$ cat src/rtl/operand_mux_seq_if.sv
// Operand selector bus: controller-side sources/handshake and the
// operand/serial-stream outputs of operand_mux_seq.
//   master: drives src_i, sel, mode, start, abort, ser_ready
//   slave : drives ready, dout, dout_valid, ser_bit, ser_valid, ser_last
interface operand_mux_seq_if #(
    parameter int WIDTH   = 8,
    parameter int NUM_SRC = 2,
    parameter int SEL_W   = $clog2(NUM_SRC + 2)
);
    logic [NUM_SRC*WIDTH-1:0] src_i;
    logic [SEL_W-1:0]         sel;
    logic                     mode;
    logic                     start;
    logic                     abort;
    logic                     ready;
    logic [WIDTH-1:0]         dout;
    logic                     dout_valid;
    logic                     ser_bit;
    logic                     ser_valid;
    logic                     ser_ready;
    logic                     ser_last;

    modport master (
        output src_i, sel, mode, start, abort, ser_ready,
        input  ready, dout, dout_valid, ser_bit, ser_valid, ser_last
    );

    modport slave (
        input  src_i, sel, mode, start, abort, ser_ready,
        output ready, dout, dout_valid, ser_bit, ser_valid, ser_last
    );
endinterface

$ cat src/rtl/operand_mux_seq.sv
// Operand selector/sequencer for the Montgomery datapath: selects a source
// bus or constant, captures it, presents it in parallel and optionally
// streams it LSB-first over a valid/ready handshake.
// Ports: clk, rst (sync, active-high), bus (operand_mux_seq_if.slave).
module operand_mux_seq #(
    parameter int WIDTH   = 8,
    parameter int NUM_SRC = 2
) (
    input  logic              clk,
    input  logic              rst,
    operand_mux_seq_if.slave  bus
);
    localparam int SEL_W = $clog2(NUM_SRC + 2);
    localparam int CNT_W = $clog2(WIDTH);

    typedef enum logic {
        S_IDLE,
        S_SHIFT
    } state_t;

    state_t           r_state;
    state_t           w_state_nxt;
    logic [WIDTH-1:0] r_dout;
    logic [WIDTH-1:0] r_sh;
    logic [CNT_W-1:0] r_cnt;
    logic             r_dout_valid;
    logic [WIDTH-1:0] w_operand;
    logic             w_capture;
    logic             w_shift;
    logic             w_last;

    // Source decode: sources first, then constant one, everything
    // above that reads as zero.
    always_comb begin
        w_operand = '0;
        for (int k = 0; k < NUM_SRC; k++) begin
            if (bus.sel == SEL_W'(k)) begin
                w_operand = bus.src_i[k*WIDTH +: WIDTH];
            end
        end
        if (bus.sel == SEL_W'(NUM_SRC)) begin
            w_operand = WIDTH'(1);
        end
    end

    always_comb begin
        w_state_nxt = r_state;
        w_capture   = 1'b0;
        w_shift     = 1'b0;
        w_last      = (r_state == S_SHIFT) &&
                      (r_cnt == CNT_W'(WIDTH - 1));
        unique case (r_state)
            S_IDLE: begin
                // abort takes priority and drops a coincident start
                if (bus.start && !bus.abort) begin
                    w_capture = 1'b1;
                    if (bus.mode) begin
                        w_state_nxt = S_SHIFT;
                    end
                end
            end
            S_SHIFT: begin
                if (bus.abort) begin
                    w_state_nxt = S_IDLE;
                end else if (bus.ser_ready) begin
                    w_shift = 1'b1;
                    if (w_last) begin
                        w_state_nxt = S_IDLE;
                    end
                end
            end
            default: w_state_nxt = S_IDLE;
        endcase
    end

    always_ff @(posedge clk) begin
        if (rst) begin
            r_state      <= S_IDLE;
            r_dout       <= '0;
            r_sh         <= '0;
            r_cnt        <= '0;
            r_dout_valid <= 1'b0;
        end else begin
            r_state      <= w_state_nxt;
            r_dout_valid <= w_capture;
            if (w_capture) begin
                r_dout <= w_operand;
                r_sh   <= w_operand;
                r_cnt  <= '0;
            end else if (w_shift) begin
                r_sh <= r_sh >> 1;
                // counter parks at zero after the final bit
                r_cnt <= w_last ? '0 : r_cnt + CNT_W'(1);
            end
        end
    end

    assign bus.ready      = (r_state == S_IDLE);
    assign bus.dout       = r_dout;
    assign bus.dout_valid = r_dout_valid;
    assign bus.ser_valid  = (r_state == S_SHIFT);
    assign bus.ser_bit    = (r_state == S_SHIFT) & r_sh[0];
    assign bus.ser_last   = w_last;
endmodule

$ cat src/flat_wrapper.sv
// flat-port wrapper written by rule: the top's interface ports become plain ports
module operand_mux_seq_flat 
#(
    parameter int WIDTH   = 8,
    parameter int NUM_SRC = 2
)
  (clk, rst, bus_src_i, bus_sel, bus_mode, bus_start, bus_abort, bus_ser_ready, bus_ready, bus_dout, bus_dout_valid, bus_ser_bit, bus_ser_valid, bus_ser_last);
  operand_mux_seq_if #(.WIDTH(WIDTH), .NUM_SRC(NUM_SRC)) bus_i ();
  input  logic clk;
  input  logic rst;
  input wire logic [$bits(bus_i.src_i)-1:0] bus_src_i;
  input wire logic [$bits(bus_i.sel)-1:0] bus_sel;
  input wire logic [$bits(bus_i.mode)-1:0] bus_mode;
  input wire logic [$bits(bus_i.start)-1:0] bus_start;
  input wire logic [$bits(bus_i.abort)-1:0] bus_abort;
  input wire logic [$bits(bus_i.ser_ready)-1:0] bus_ser_ready;
  output wire logic [$bits(bus_i.ready)-1:0] bus_ready;
  output wire logic [$bits(bus_i.dout)-1:0] bus_dout;
  output wire logic [$bits(bus_i.dout_valid)-1:0] bus_dout_valid;
  output wire logic [$bits(bus_i.ser_bit)-1:0] bus_ser_bit;
  output wire logic [$bits(bus_i.ser_valid)-1:0] bus_ser_valid;
  output wire logic [$bits(bus_i.ser_last)-1:0] bus_ser_last;
  assign bus_i.src_i = bus_src_i;
  assign bus_i.sel = bus_sel;
  assign bus_i.mode = bus_mode;
  assign bus_i.start = bus_start;
  assign bus_i.abort = bus_abort;
  assign bus_i.ser_ready = bus_ser_ready;
  assign bus_ready = bus_i.ready;
  assign bus_dout = bus_i.dout;
  assign bus_dout_valid = bus_i.dout_valid;
  assign bus_ser_bit = bus_i.ser_bit;
  assign bus_ser_valid = bus_i.ser_valid;
  assign bus_ser_last = bus_i.ser_last;
  operand_mux_seq #(.WIDTH(WIDTH), .NUM_SRC(NUM_SRC)) u_core (.clk(clk), .rst(rst), .bus(bus_i));
endmodule
$ cat config.mk
export PLATFORM = sky130hd
export DESIGN_NAME = operand_mux_seq_flat
export DESIGN_NICKNAME = d
export VERILOG_FILES = /design/src/rtl/operand_mux_seq_if.sv /design/src/rtl/operand_mux_seq.sv /design/src/flat_wrapper.sv
export SDC_FILE = /design/constraint.sdc
export NUM_CORES = 1
export LEC_CHECK = 0
export BUFFER_PORTS_ARGS = -buffer_cell sky130_fd_sc_hd__buf_4
export CORE_MARGIN = 2
export CORE_UTILIZATION = 51
export CTS_CLUSTER_DIAMETER = 200
export CTS_CLUSTER_SIZE = 10
export DETAILED_ROUTE_END_ITERATION = 16
export GPL_TIMING_DRIVEN = 0
export MAX_ROUTING_LAYER = met4
export PLACE_DENSITY = 0.82
export RECOVER_POWER = 100
export SYNTH_ARGS = -nofsm -noshare
export SYNTH_HDL_FRONTEND = slang
export SYNTH_SLANG_ARGS = --single-unit
$ cat constraint.sdc
create_clock -name clk -period 5.2 [get_ports clk]
set_clock_uncertainty 0.2 [all_clocks]
set_input_delay 1.04 -clock clk [delete_from_list [all_inputs] [get_ports clk]]
set_output_delay 1.04 -clock clk [all_outputs]
set_load 0.005 [all_outputs]
==> summary.txt <==
Clock tree
  • Sink Count: 21
  • # resized after CTS: 0
  • Cts bufs inserted: 3
  • CTS Root Cell: clkbuf_4
  • H-tree depth: 1
  • Post-CTS Setup Inserts: 0
  • Post-CTS Hold Buffers: 0
  • Worst-Skew Late Latency: 0.31 ns
  • Clock buffer depth: 2
  • Register clock-pin slew on the reported worst setup and hold paths: 0.12 ns
  • CTS tree: done

Worst setup path
  • Reg2Reg Setup Slack: 2.98 ns
  • Crit-path leading delay family: adder cells
  • CP arrival: 1.38 ns
  • Type of origin of the critical path: flop
  • Worst path most repeated cell: ha_1
  • WP data required: 3.96 ns
  • Buf/Inv on CP: 1
  • Critical Path Max Stage Delay: 0.34 ns
  • Critical Path End Type: output port
  • Category of the most critical setup path: flop to output port
  • Crit-path slowest cell: dfxtp_1
  • CP Max Fanout: 3
  • Critical-path cell list: ha_1 -> ha_1 -> and2_0 -> clkbuf_4

Global routing
  • First-pass GRT wire length: 4236 um
  • Gr busiest metal: met2
  • Met1 Resource Use GR: 25.88%
  • Gr usage total: 23.24%
  • Vias in the first global route: 996
  • Antenna violations before repair: 0
  • Met3 GRT Util: 4.630%
  • Met2 Use GR: 40.74%
  • GRT Residual Overflow: 0
  • Pin count of the biggest net entering global routing: 12

Timing
  • Tcrit/Tclk final: 50.40%
  • Hold WS: 0.2630 ns
  • Number of setup violations in the final report: 0
  • FMAX: 0.3816 GHz
  • Setup TNS: 0 ns
  • Unrepaired setup endpoints after global routing: false
  • Slew Viols, Final: 0
  • Worst-margin pin slew: 0.7213 ns
  • Slew Limit Headroom: 51.81%
  • Final min period: 2.621 ns
  • Fin. Hold Viols: 0

Yosys
  • Synth Instances: 116
  • Synth cell types: 26
  • Syn avg cell area: 8.737 um2
  • Synthesized flop and latch total: 21
  • Simple-gate portion of the synthesized area: 21.73%
  • Post-Synth Adder-Cell Area: 2.469%
  • Share of flip-flops with an asynchronous set or reset: 0%
  • Post-Synth XOR/XNOR Area: 0%
  • Main combinational cell family by area after synthesis: simple AND/OR/NAND/NOR gates
  • Cell area after synthesis: 1013 um2
  • Post-synthesis mux area share: 7.901%
  • Yosys warning count: 0
  • Synth Area in Compound Gates: 21.60%
  • Syn nets: 142
  • Seq/Total Area, Yosys: 41.48%
  • Top FF cell, synth: dfxtp_1
  • EDFF count, synth: 0

Floorplan
  • Die height: 48.58 um
  • Core ar.: 1922 um2
  • Die Area: 2360 um2
  • Io pins: 37
  • Die W: 48.58 um
  • Cell row count: 16
  • Initial Util: 52.73%

Job
  • Max cap viols: 0

Power and ir drop
  • P_sw: 0.00007823 W
  • PD cells: 229.9 nW/um2
  • Clock Power Share: 26.9%
  • Flop pwr share: 56.6%
  • Int Pwr: 0.0002238 W
  • Peak VDD IR: 0.1862 mV
  • Comb power frac: 16.6%
  • P_leak: 0.5370 nW
  • Sw Share: 25.90%

Place
  • PortBufs: 35
  • Post-DP HPWL: 1795 um
  • Placer Congestion: 0.7597

Final layout
  • Commonest non-fill, non-tap cells in the layout: buf_4 (21), dfxtp_1 (21), nand2_1 (16), a21oi_1 (16), clkbuf_4 (15)
  • Nets: 182
  • Syn-to-layout area delta: 29.63%
  • N_diodes: 0
  • Layout cells sized above 1: 24.52%
  • Final Core Density: 68.36%

Detailed routing
  • Routed WL per cell: 13.30 um
  • Detail Route Antenna Nets: 0
  • Via count: 983
  • Number of vias per cell: 5.401
  • Remaining DRCs: 0
  • Initial detailed-routing violation count: 11
  • First-pass iteration count of the detailed router: 4
  • Post-Route WL: 2421 um

Run status
  • Status: finished clean

Worst hold path
  • Hold Path Class: flop to flop
-- power groups by stage --
stage / clock network, W / logic (W) / registers (W)
floorplan: 0 / 0.0000265 / 0.000174
global placement: 0 / 0.0000500 / 0.000174
detailed placement: 0 / 0.0000517 / 0.000175
CTS: 0.0000832 / 0.0000518 / 0.000171
global route: 0.0000895 / 0.0000558 / 0.000172
finish: 0.0000811 / 0.0000500 / 0.000171
-- Yosys cell counts (2+ instances only) --
cell	count	share of area, %
and2_1	2	1.2
nand3b_1	2	1.5
mux2i_1	8	7.9
a21oi_1	16	7.9
or3_1	8	4.9
clkbuf_1	5	1.9
nor2_1	3	1.1
dfxtp_1	21	41
ha_1	2	2.5
nand2_1	16	5.9
buf_2	3	1.5
a211oi_1	8	5.9
and3b_1	2	1.7
nor3_1	2	0.99
o21a_1	5	3.7
o21ai_0	3	1.5
-- per-stage QoR --
step	cells	power [W]	worst slack (ns)	instance area (um2)
after global placement	178	0.0002245	2.719	1310
final	182	0.0003021	2.579	1314
after detailed placement	178	0.0002264	2.717	1310
after global routing	182	0.0003173	2.468	1314
after floorplan	116	0.0002008	2.950	1013
after CTS	182	0.0003061	2.590	1336
-- routing by layer --
metal | wire [um] | share of wire, % | up-vias
li1 | - | - | 494
met1 | 1003 | 41 | 453
met2 | 1239 | 51 | 27
met3 | 115 | 4.8 | 9
met4 | 63 | 2.6 | 0
met5 | 0 | 0 | -
-- sequential cells by signal (all words and copies together) (netlist names) --
signal,flops
u_core.r_cnt,3
u_core.bus.dout,8
u_core.r_sh,8
u_core.bus.dout_valid,1
u_core.bus.ser_valid,1
-- tightest hold or removal path: cells and delay by family (launching register included) --
kind               cells  cell delay (ns)
DFF                    1             0.33
and+or+nand+nor        1             0.05
AOI/OAI and AO/OA      1             0.05
-- kinds of logic (layout without fill, tap and decap cells) --
kind of cell	Yosys count	in the layout
AND/OR/NAND/NOR	40	40
AO/OA/AOI/OAI	35	35
flip-flops	21	21
buffers and inverters	10	49
multiplexers	8	8
adder cells (fa/ha/maj)	2	2
-- worst paths after layout --
check	from	to	cells past startpoint
hold reg to reg	u_core.bus.dout[0]	u_core.bus.dout[0]	2
setup reg to reg	u_core.bus.ser_valid	u_core.r_sh[6]	5
setup / recovery	u_core.r_cnt[0]	bus_ser_last	4
hold / removal	u_core.bus.dout[0]	u_core.bus.dout[0]	2
-- final cells by class --
class | count | area (um2)
fill | 169 | 608.1
multi-input combinational | 85 | 539.3
sequential | 21 | 420.4
timing repair buffer | 35 | 255.2
buffer | 9 | 35.03
tap | 27 | 33.78
clock buffer | 4 | 26.28
inverter | 1 | 3.754
No activity file was read; power rests on OpenSTA's default activity.
